<file path="config.mk">
export PLATFORM = sky130hd
export DESIGN_NAME = m_ucode_seq
export DESIGN_NICKNAME = d
export VERILOG_FILES = /design/src/rtl/m_ucode_seq.sv
export SDC_FILE = /design/constraint.sdc
export NUM_CORES = 1
export LEC_CHECK = 0
export ABC_AREA = 1
export CAP_MARGIN = 15
export CORE_MARGIN = 3
export CORE_UTILIZATION = 41
export DETAILED_ROUTE_END_ITERATION = 8
export PLACE_DENSITY = 0.82
export SLEW_MARGIN = 20
export SYNTH_ARGS = -nofsm -noshare
export SYNTH_HDL_FRONTEND = slang
export SYNTH_SLANG_ARGS = --single-unit
</file>
<file path="constraint.sdc">
create_clock -name clk -period 2.2 [get_ports clk]
set_clock_uncertainty 0.2 [all_clocks]
set_input_delay 0.44 -clock clk [delete_from_list [all_inputs] [get_ports clk]]
set_output_delay 0.44 -clock clk [all_outputs]
set_load 0.01 [all_outputs]
</file>
<file path="src/rtl/m_ucode_seq.sv">
`timescale 1ns/1ps
// m_ucode_seq: next-address generator for the 48-bit microcode ROM.
// Picks the ROM read address each cycle from the sequencing field of the word
// on the ROM output, the opcode dispatch table, interrupts and memory stalls.
// A stall watchdog diverts to TRAP_VEC when a stall runs too long.
module m_ucode_seq #(
    parameter logic [7:0] RESET_VEC = 8'h00,
    parameter logic [7:0] DISP_BASE = 8'h20,
    parameter logic [7:0] IRQ_VEC   = 8'h08,
    parameter logic [7:0] TRAP_VEC  = 8'h04,
    parameter int         TIMEOUT   = 16
) (
    input  logic       clk,
    input  logic       rst,
    input  logic [7:0] ucode_naddr,
    input  logic [1:0] ucode_seq,
    input  logic       cond,
    input  logic [4:0] opcode,
    input  logic       irq,
    input  logic       mem_busy,
    output logic [7:0] minx,
    output logic       progress_ucode,
    output logic       irq_ack,
    output logic       timeout,
    output logic [7:0] cur_addr
);

    // Counter just wide enough to hold TIMEOUT; one bit when the watchdog is off.
    localparam int CNT_W = (TIMEOUT < 1) ? 1 : $clog2(TIMEOUT + 1);
    localparam logic [CNT_W-1:0] CNT_SAT  = CNT_W'(TIMEOUT);
    localparam logic [CNT_W-1:0] CNT_TRIP = CNT_W'((TIMEOUT == 0) ? 0 : TIMEOUT - 1);

    localparam logic [1:0] SEQ_JUMP = 2'b00;
    localparam logic [1:0] SEQ_DISP = 2'b01;
    localparam logic [1:0] SEQ_COND = 2'b10;
    localparam logic [1:0] SEQ_NEXT = 2'b11;

    logic [7:0]       cur_addr_reg;
    logic [CNT_W-1:0] stall_cnt_reg;
    logic [CNT_W-1:0] stall_cnt_next;
    logic [7:0]       seq_addr;
    logic [7:0]       incr_addr;
    logic             wd_trip;

    assign cur_addr  = cur_addr_reg;
    assign incr_addr = cur_addr_reg + 8'd1;

    // The watchdog only exists when a nonzero limit is configured.
    generate
        if (TIMEOUT != 0) begin : g_wd
            assign wd_trip = mem_busy && (stall_cnt_reg == CNT_TRIP);
        end else begin : g_no_wd
            assign wd_trip = 1'b0;
        end
    endgenerate

    // Plain sequencing choice from the current ROM word, ignoring irq and stalls.
    always_comb begin
        seq_addr = incr_addr;
        case (ucode_seq)
            SEQ_JUMP: seq_addr = ucode_naddr;
            SEQ_DISP: seq_addr = {DISP_BASE[7:5], opcode};
            SEQ_COND: seq_addr = cond ? ucode_naddr : incr_addr;
            SEQ_NEXT: seq_addr = incr_addr;
            default:  seq_addr = incr_addr;
        endcase
    end

    // Priority select: reset, watchdog trap, stall hold, interrupt, sequencing.
    always_comb begin
        minx           = cur_addr_reg;
        progress_ucode = 1'b1;
        irq_ack        = 1'b0;
        timeout        = 1'b0;
        stall_cnt_next = stall_cnt_reg;
        if (rst) begin
            minx           = RESET_VEC;
            stall_cnt_next = '0;
        end else if (wd_trip) begin
            minx           = TRAP_VEC;
            timeout        = 1'b1;
            stall_cnt_next = '0;
        end else if (mem_busy) begin
            // Hold the ROM output; the re-presented address is harmless since
            // the ROM ignores it with the enable low.
            progress_ucode = 1'b0;
            minx           = cur_addr_reg;
            if (stall_cnt_reg != CNT_SAT) begin
                stall_cnt_next = stall_cnt_reg + CNT_W'(1);
            end
        end else begin
            stall_cnt_next = '0;
            if ((ucode_seq == SEQ_DISP) && irq) begin
                // Interrupts are only taken between instructions.
                minx    = IRQ_VEC;
                irq_ack = 1'b1;
            end else begin
                minx = seq_addr;
            end
        end
    end

    // Track the address of the word the ROM will present next cycle, plus the stall count.
    always_ff @(posedge clk) begin
        if (rst) begin
            cur_addr_reg  <= RESET_VEC;
            stall_cnt_reg <= '0;
        end else begin
            stall_cnt_reg <= stall_cnt_next;
            if (progress_ucode) begin
                cur_addr_reg <= minx;
            end
        end
    end

endmodule

</file>
==> results of run 1 <==
cell families (layout without fill, tap and decap cells):
| logic type | count (synthesis) | in the layout | share of synthesized area (%) |
|---|---|---|---|
| and+or+nand+nor | 86 | 86 | 41.6 |
| buffers and inverters | 22 | 109 | 9.12 |
| xor gates and xnor gates | 2 | 2 | 1.93 |
| DFF | 13 | 13 | 28.7 |
| adders and majority gates | 4 | 4 | 5.53 |
| AOI/OAI and AO/OA | 20 | 20 | 13.1 |
worst max-delay path: stages:
cell and delay (ns):
clkdlybuf4s15_1 0.24, a21oi_4 0.30, buf_4 0.17, buf_6 0.08
nand3_1 0.09, nand2_1 0.10, nand3_2 0.09, o21ai_2 0.07
buf_2 0.15
metrics by stage:
step | TNS [ns] | utilization, % | total power (uW) | cell area, um^2 | hold WS (ns)
after floorplan | 0 | - | 347 | 906 | 0.257
after global placement | -5.86 | 76.8 | 474 | 1550 | 0.304
after detailed placement | -6.25 | 76.8 | 483 | 1550 | 0.337
after CTS | -0.619 | 85.0 | 659 | 1720 | 0.362
after global routing | -1.34 | 93.0 | 748 | 1880 | 0.303
final | -0.831 | 93.0 | 717 | 1880 | 0.308
layer usage:
metal | wire, um | part of all wire [%] | vias up | track usage, %
met3 | 434 | 9.2 | 35 | 5.63
met1 | 1610 | 34 | 689 | 29.7
li1 | - | - | 645 | -
met2 | 2410 | 51 | 118 | 59.1
met4 | 244 | 5.2 | 0 | 12.3
met5 | 0 | 0 | - | 0
cells in the final DEF, fill, tap and decap left out, types with 2 or more instances in the layout:
master and n:
buf_4 34, nand2_1 31, clkdlybuf4s50_1 22, inv_1 14, nor2_1 13, nand2_2 11, nand3_1 11, buf_6 11
buf_2 9, inv_2 7, dfxtp_1 7, nand2_4 5, a21oi_1 5, dfxtp_2 5, nor2_4 4, o21ai_2 4
nand3_2 3, nor2_2 3, a21oi_2 3, ha_4 3, clkbuf_4 3, nand4_1 2, o21ai_0 2, clkdlybuf4s15_1 2
what timing repair did:
item,4_1_cts,5_1_grt
setup endpoints to repair,11,11
setup buffers,7,7
pin swaps,15,20
resized for setup,94,31
hold buffers,0,0
power by group through the flow:
stage / Clock (uW) / Combinational [uW] / Sequential, uW
floorplan: 0 / 78.9 / 268
global placement: 0 / 214 / 260
detailed placement: 0 / 221 / 261
CTS: 158 / 242 / 259
global route: 179 / 307 / 262
finish: 166 / 290 / 261
final timing paths:
kind	startpoint	endpoint	slack, ns	cells after the start
worst max register to register	stall_cnt_reg[1]	cur_addr[3]	0.50	11
worst max-delay path	cond	minx[6]	-0.16	9
worst min-delay path	rst	cur_addr[2]	0.31	3
worst min register to register	stall_cnt_reg[1]	stall_cnt_reg[1]	0.37	2
area by class of cell:
type / instances / share of cell area [%]
clock buffer: 4 / 1.40
inverter: 22 / 4.52
multi-input combinational: 112 / 39.5
sequential: 13 / 14.4
tap: 27 / 1.80
timing repair buffer: 83 / 38.4
==> run_results.csv, run 1 <==
group,metric,value,unit
run_status,status,"finished with violations",
run_status,violations,"setup timing",
synthesis,yosysTopAreaCell,"dfxtp_1",
sta,worst_pin_slew,0.278,ns
synthesis,synth_top_area_share,28.7,%
cts,clk_latency,0.30,ns
synthesis,ys_ff_latch,13,
global_route,grtUsageTotal,29.9,%
cts,cts_buffer_depth,2,
power,power_frac_seq,36.3,%
placed_design,dp_hpwl,2.55,mm
power,internal-power,466,uW
layout,multi_input_area,743,um^2
synthesis,synth_most_common_cell,"nand2_1",
layout,nFillCells,71,
placed_design,place_congestion,0.894,
power,p_sw,251,uW
layout,fin_nets,259,
die,die_area,2810,um^2
drt,routedWlPerCell,18.0,um
synthesis,async_flop_share,0,%
die,die_width,53.0,um
power,pwr-share-comb,40.5,%
synthesis,postSynthCellCount,147,
cts,htreeDepth,1,
global_route,antenna_found_initial,0,
placed_design,dp.cells,243,
critical_path,startpoint_type,"input port",
critical_path,arrival,1.72,ns
drt,routed-via-count,1487,
global_route,grt_pass1_wl,6.09,mm
drt,viasPerCell,5.70,
power,power.density,381,nW/um^2
sta,max_freq,423,MHz
global_route,grt-ovfl-total,0,
cts,cts_tree,"done",
synthesis,synthDistinctLibCells,22,
synthesis,syn_area_per_cell,6.16,um^2
synthesis,ys_seq_area_share,28.7,%
sta,setup_slack,-0.163,ns
power,p_clk_share,23.2,%
global_route,grt_max_degree,9,
layout,regArea,270,um^2
sta,rsz0062_at_grt,"true",
sta,post-route-period-util,107,%
die,io_pins,39,
sta,setup_viol_count_final,9,
critical_path,cp_max_fo,5,
power,irDropWorstVdd,0.000330,V
cts,clkTransAtPathRegs,0.11,ns
placed_design,dp_slack,-0.678,ns
drt,drc,0,
sta,fin_crit,2.36,ns
cts,numClockSinks,13,
layout,stdcell_count,261,
drt,firstDrtPassIters,5,
cts,clock_tree.root_cell,"clkbuf_4",
layout,syn2layout_area_growth,108,%
layout,drive_above_1_share,48.7,%
drt,ant_nets,0,
synthesis,synth_ff_type,"dfxtp_1",
flow_run,maxCapViolations,0,
synthesis,synth_area_leaders,"dfxtp_1 29%, nand2_1 18%, inv_1 7.9%, nor2_1 7.9%, nand3_1 7.2%",
critical_path,cp.required,1.56,ns
layout,largest_reg_flops,8,
sta,finalHoldViolations,0,
global_route,grt_pass1_vias,1409,
sta,slew_headroom,81.4,%
sta,maxSlewViolCount,0,
power,p_leak,0.000891,uW
synthesis,synth_edf_count,0,
drt,routed_wl,4.71,mm
die,start_util,44.8,%
die,core-area,2020,um^2
critical_path,cp-end-kind,"output pin",
placed_design,port_buffers,38,
die,die_h,53.0,um
drt,drtIter0Drc,83,
critical_path,critPathKind,"input port to output pin",
synthesis,netlist_area,906,um^2
cts,cts_buffers,3,
synthesis,yosys_warnings,0,
layout,antennaDiodeCount,0,
power,swShare,35.0,%
die,rows,16,
synthesis,synthTopCellsByCount,"44 x nand2_1, 19 x inv_1, 19 x nor2_1",
synthesis,syn_nets,171,
worst_hold_path,min_path_type,"input port to register",
No activity file was read; power rests on OpenSTA's default activity.
==> run 2, diff against run 1 <==
Settings changed: REMOVE_ABC_BUFFERS set to 1.
==> results of run 2 <==
The final DEF is identical to that of run 1; final timing and power are the same.
==> run 3, diff against run 2 <==
Settings changed: CORE_MARGIN 3 to not set.
==> run_results.csv, run 3 (synthesis results as in run 1) <==
group,metric,value,unit
drt,routed-via-count,1663,
die,start_util,44.8,%
run_status,status,"finished with violations",
critical_path,r2r-end,"cur_addr[2]",
layout,largest_reg_flops,8,
flow_run,maxCapViolations,0,
run_status,violations,"setup timing",
layout,layout_common_cells,"46 x buf_4, 30 x nand2_1, 23 x clkdlybuf4s50_1",
placed_design,place_congestion,0.885,
power,p_total,767,uW
power,p_leak,0.000922,uW
power,irDropWorstVdd,0.000527,V
sta,slew_headroom,75.9,%
layout,drive_above_1_share,53.5,%
worst_hold_path,worstHoldPathCells,2,
cts,clkTransAtPathRegs,0.09,ns
sta,post-route-period-util,113,%
global_route,antenna_found_initial,0,
die,die_area,2400,um^2
critical_path,cp_max_fo,5,
sta,setup_slack,-0.285,ns
cts,clk_latency,0.31,ns
global_route,grtUsageTotal,33.3,%
cts,cts_buffers,3,
critical_path,crit_top_cell,"nand2_1",
sta,rsz0062_at_grt,"true",
global_route,grt_pass1_wl,6.02,mm
sta,fin_crit,2.49,ns
sta,max_freq,402,MHz
cts,numClockSinks,13,
sta,maxSlewViolCount,0,
layout,antennaDiodeCount,0,
global_route,grt-ovfl-total,0,
critical_path,path_cells,"buf_4 -> nand2_1 -> nor2_2 -> nand3_1 -> nand2_1 -> nand2_1 -> nand3_1 -> nand2_1 -> nand2_2 -> nor2_1 -> buf_2",
critical_path,ff2ff_path_depth,15,
cts,clock_tree.root_cell,"clkbuf_4",
die,core-area,2020,um^2
global_route,grt_max_degree,9,
die,rows,16,
global_route,busiest_layer,"met2",
global_route,grt_pass1_vias,1402,
power,power.density,394,nW/um^2
drt,viasPerCell,6.21,
worst_hold_path,min_to,"stall_cnt_reg[1]",
critical_path,regToRegSetupSlack,-0.12,ns
sta,setup_tns,-1.66,ns
critical_path,reg2reg_from,"cur_addr[1]",
global_route,met2_usage,59.5,%
placed_design,port_buffers,38,
critical_path,arrival,1.85,ns
drt,firstDrtPassIters,4,
sta,setup_viol_count_final,11,
layout,fin_nets,266,
drt,ant_nets,0,
critical_path,cp.required,1.56,ns
critical_path,slowest_stage,"dfxtp_4",
die,die_h,49.0,um
layout,final_common_cell,"buf_4",
global_route,grt_util_met1,36.8,%
die,io_pins,39,
global_route,met3_usage,6.23,%
critical_path,cp-end-kind,"output pin",
drt,drc,0,
critical_path,critPathKind,"register to output pin",
placed_design,dp_hpwl,2.34,mm
sta,finalHoldViolations,0,
drt,routed_wl,5.90,mm
cts,ctsHoldBuffers,0,
drt,drtIter0Drc,117,
cts,htreeDepth,1,
sta,worst_pin_slew,0.358,ns
cts,cts_buffer_depth,2,
die,die_width,49.0,um
critical_path,max_stage_delay,0.40,ns
critical_path,startpoint_type,"register",
cts,cts_tree,"done",
worst_hold_path,min_path_type,"register to register",
drt,routedWlPerCell,22.0,um
layout,syn2layout_area_growth,115,%
worst_hold_path,min_from,"stall_cnt_reg[1]",
## run 3: cell types whose count changed in the layout (fill, tap and decap cells not counted), sizes merged
cell,change
buf,+7
clkbuf,+2
dlymetal6s2s,-1
clkdlybuf4s50,+1
clkdlybuf4s15,-2
## run 3: worst max-delay path by stage
stage,start,end,slack [ns],cells after the start
after CTS,stall_cnt_reg[1],minx[4],-0.09,10
after global placement,ucode_seq[1],minx[4],-0.63,10
after detailed placement,ucode_seq[1],minx[5],-0.68,10
after floorplan,stall_cnt_reg[0],minx[6],0.17,7
final,cur_addr[2],minx[5],-0.29,11
after global routing,cur_addr[1],minx[5],-0.36,11
## run 3: critical path, delay by kind of cell, from the launching register on
kind / cells / cell delay [ns]
buf+inv: 2 / 0.29
flops: 1 / 0.40
simple gates: 9 / 0.84
## run 3: layout make-up
class	count	area [um^2]
clock buffers	4	26.3
fillers	46	75.1
inverters	22	85.1
multi-input cells	112	785
flip-flops and latches	13	272
well taps	27	33.8
repair buffers	90	746
## run 3: layer usage
metal | share of wire, % | vias to the layer above
li1 | - | 662
met1 | 32 | 729
met2 | 45 | 181
met3 | 12 | 91
met4 | 12 | 0
met5 | 0 | -
## run 3: power breakdown
group	total [uW]	switching [uW]	internal, uW
clock network	177	106	70.9
registers	263	15.0	248
logic	327	166	162
## run 3: what timing repair did
action / in CTS / in global routing
cloned: 0 / 0
gates resized for setup: 82 / 50
buffers inserted: 17 / 6
pin swaps: 17 / 15
setup endpoints to repair: 11 / 12
## run 3: stage by stage
stage	std cells	util [%]	area [um^2]	setup WS (ns)	hold WS, ns
CTS	262	85.8	1740	-0.0915	0.362
global placement	241	76.1	1540	-0.627	0.304
floorplan	147	-	906	0.171	0.257
detailed placement	241	76.1	1540	-0.681	0.326
global route	268	96.3	1950	-0.365	0.394
finish	268	96.3	1950	-0.285	0.364
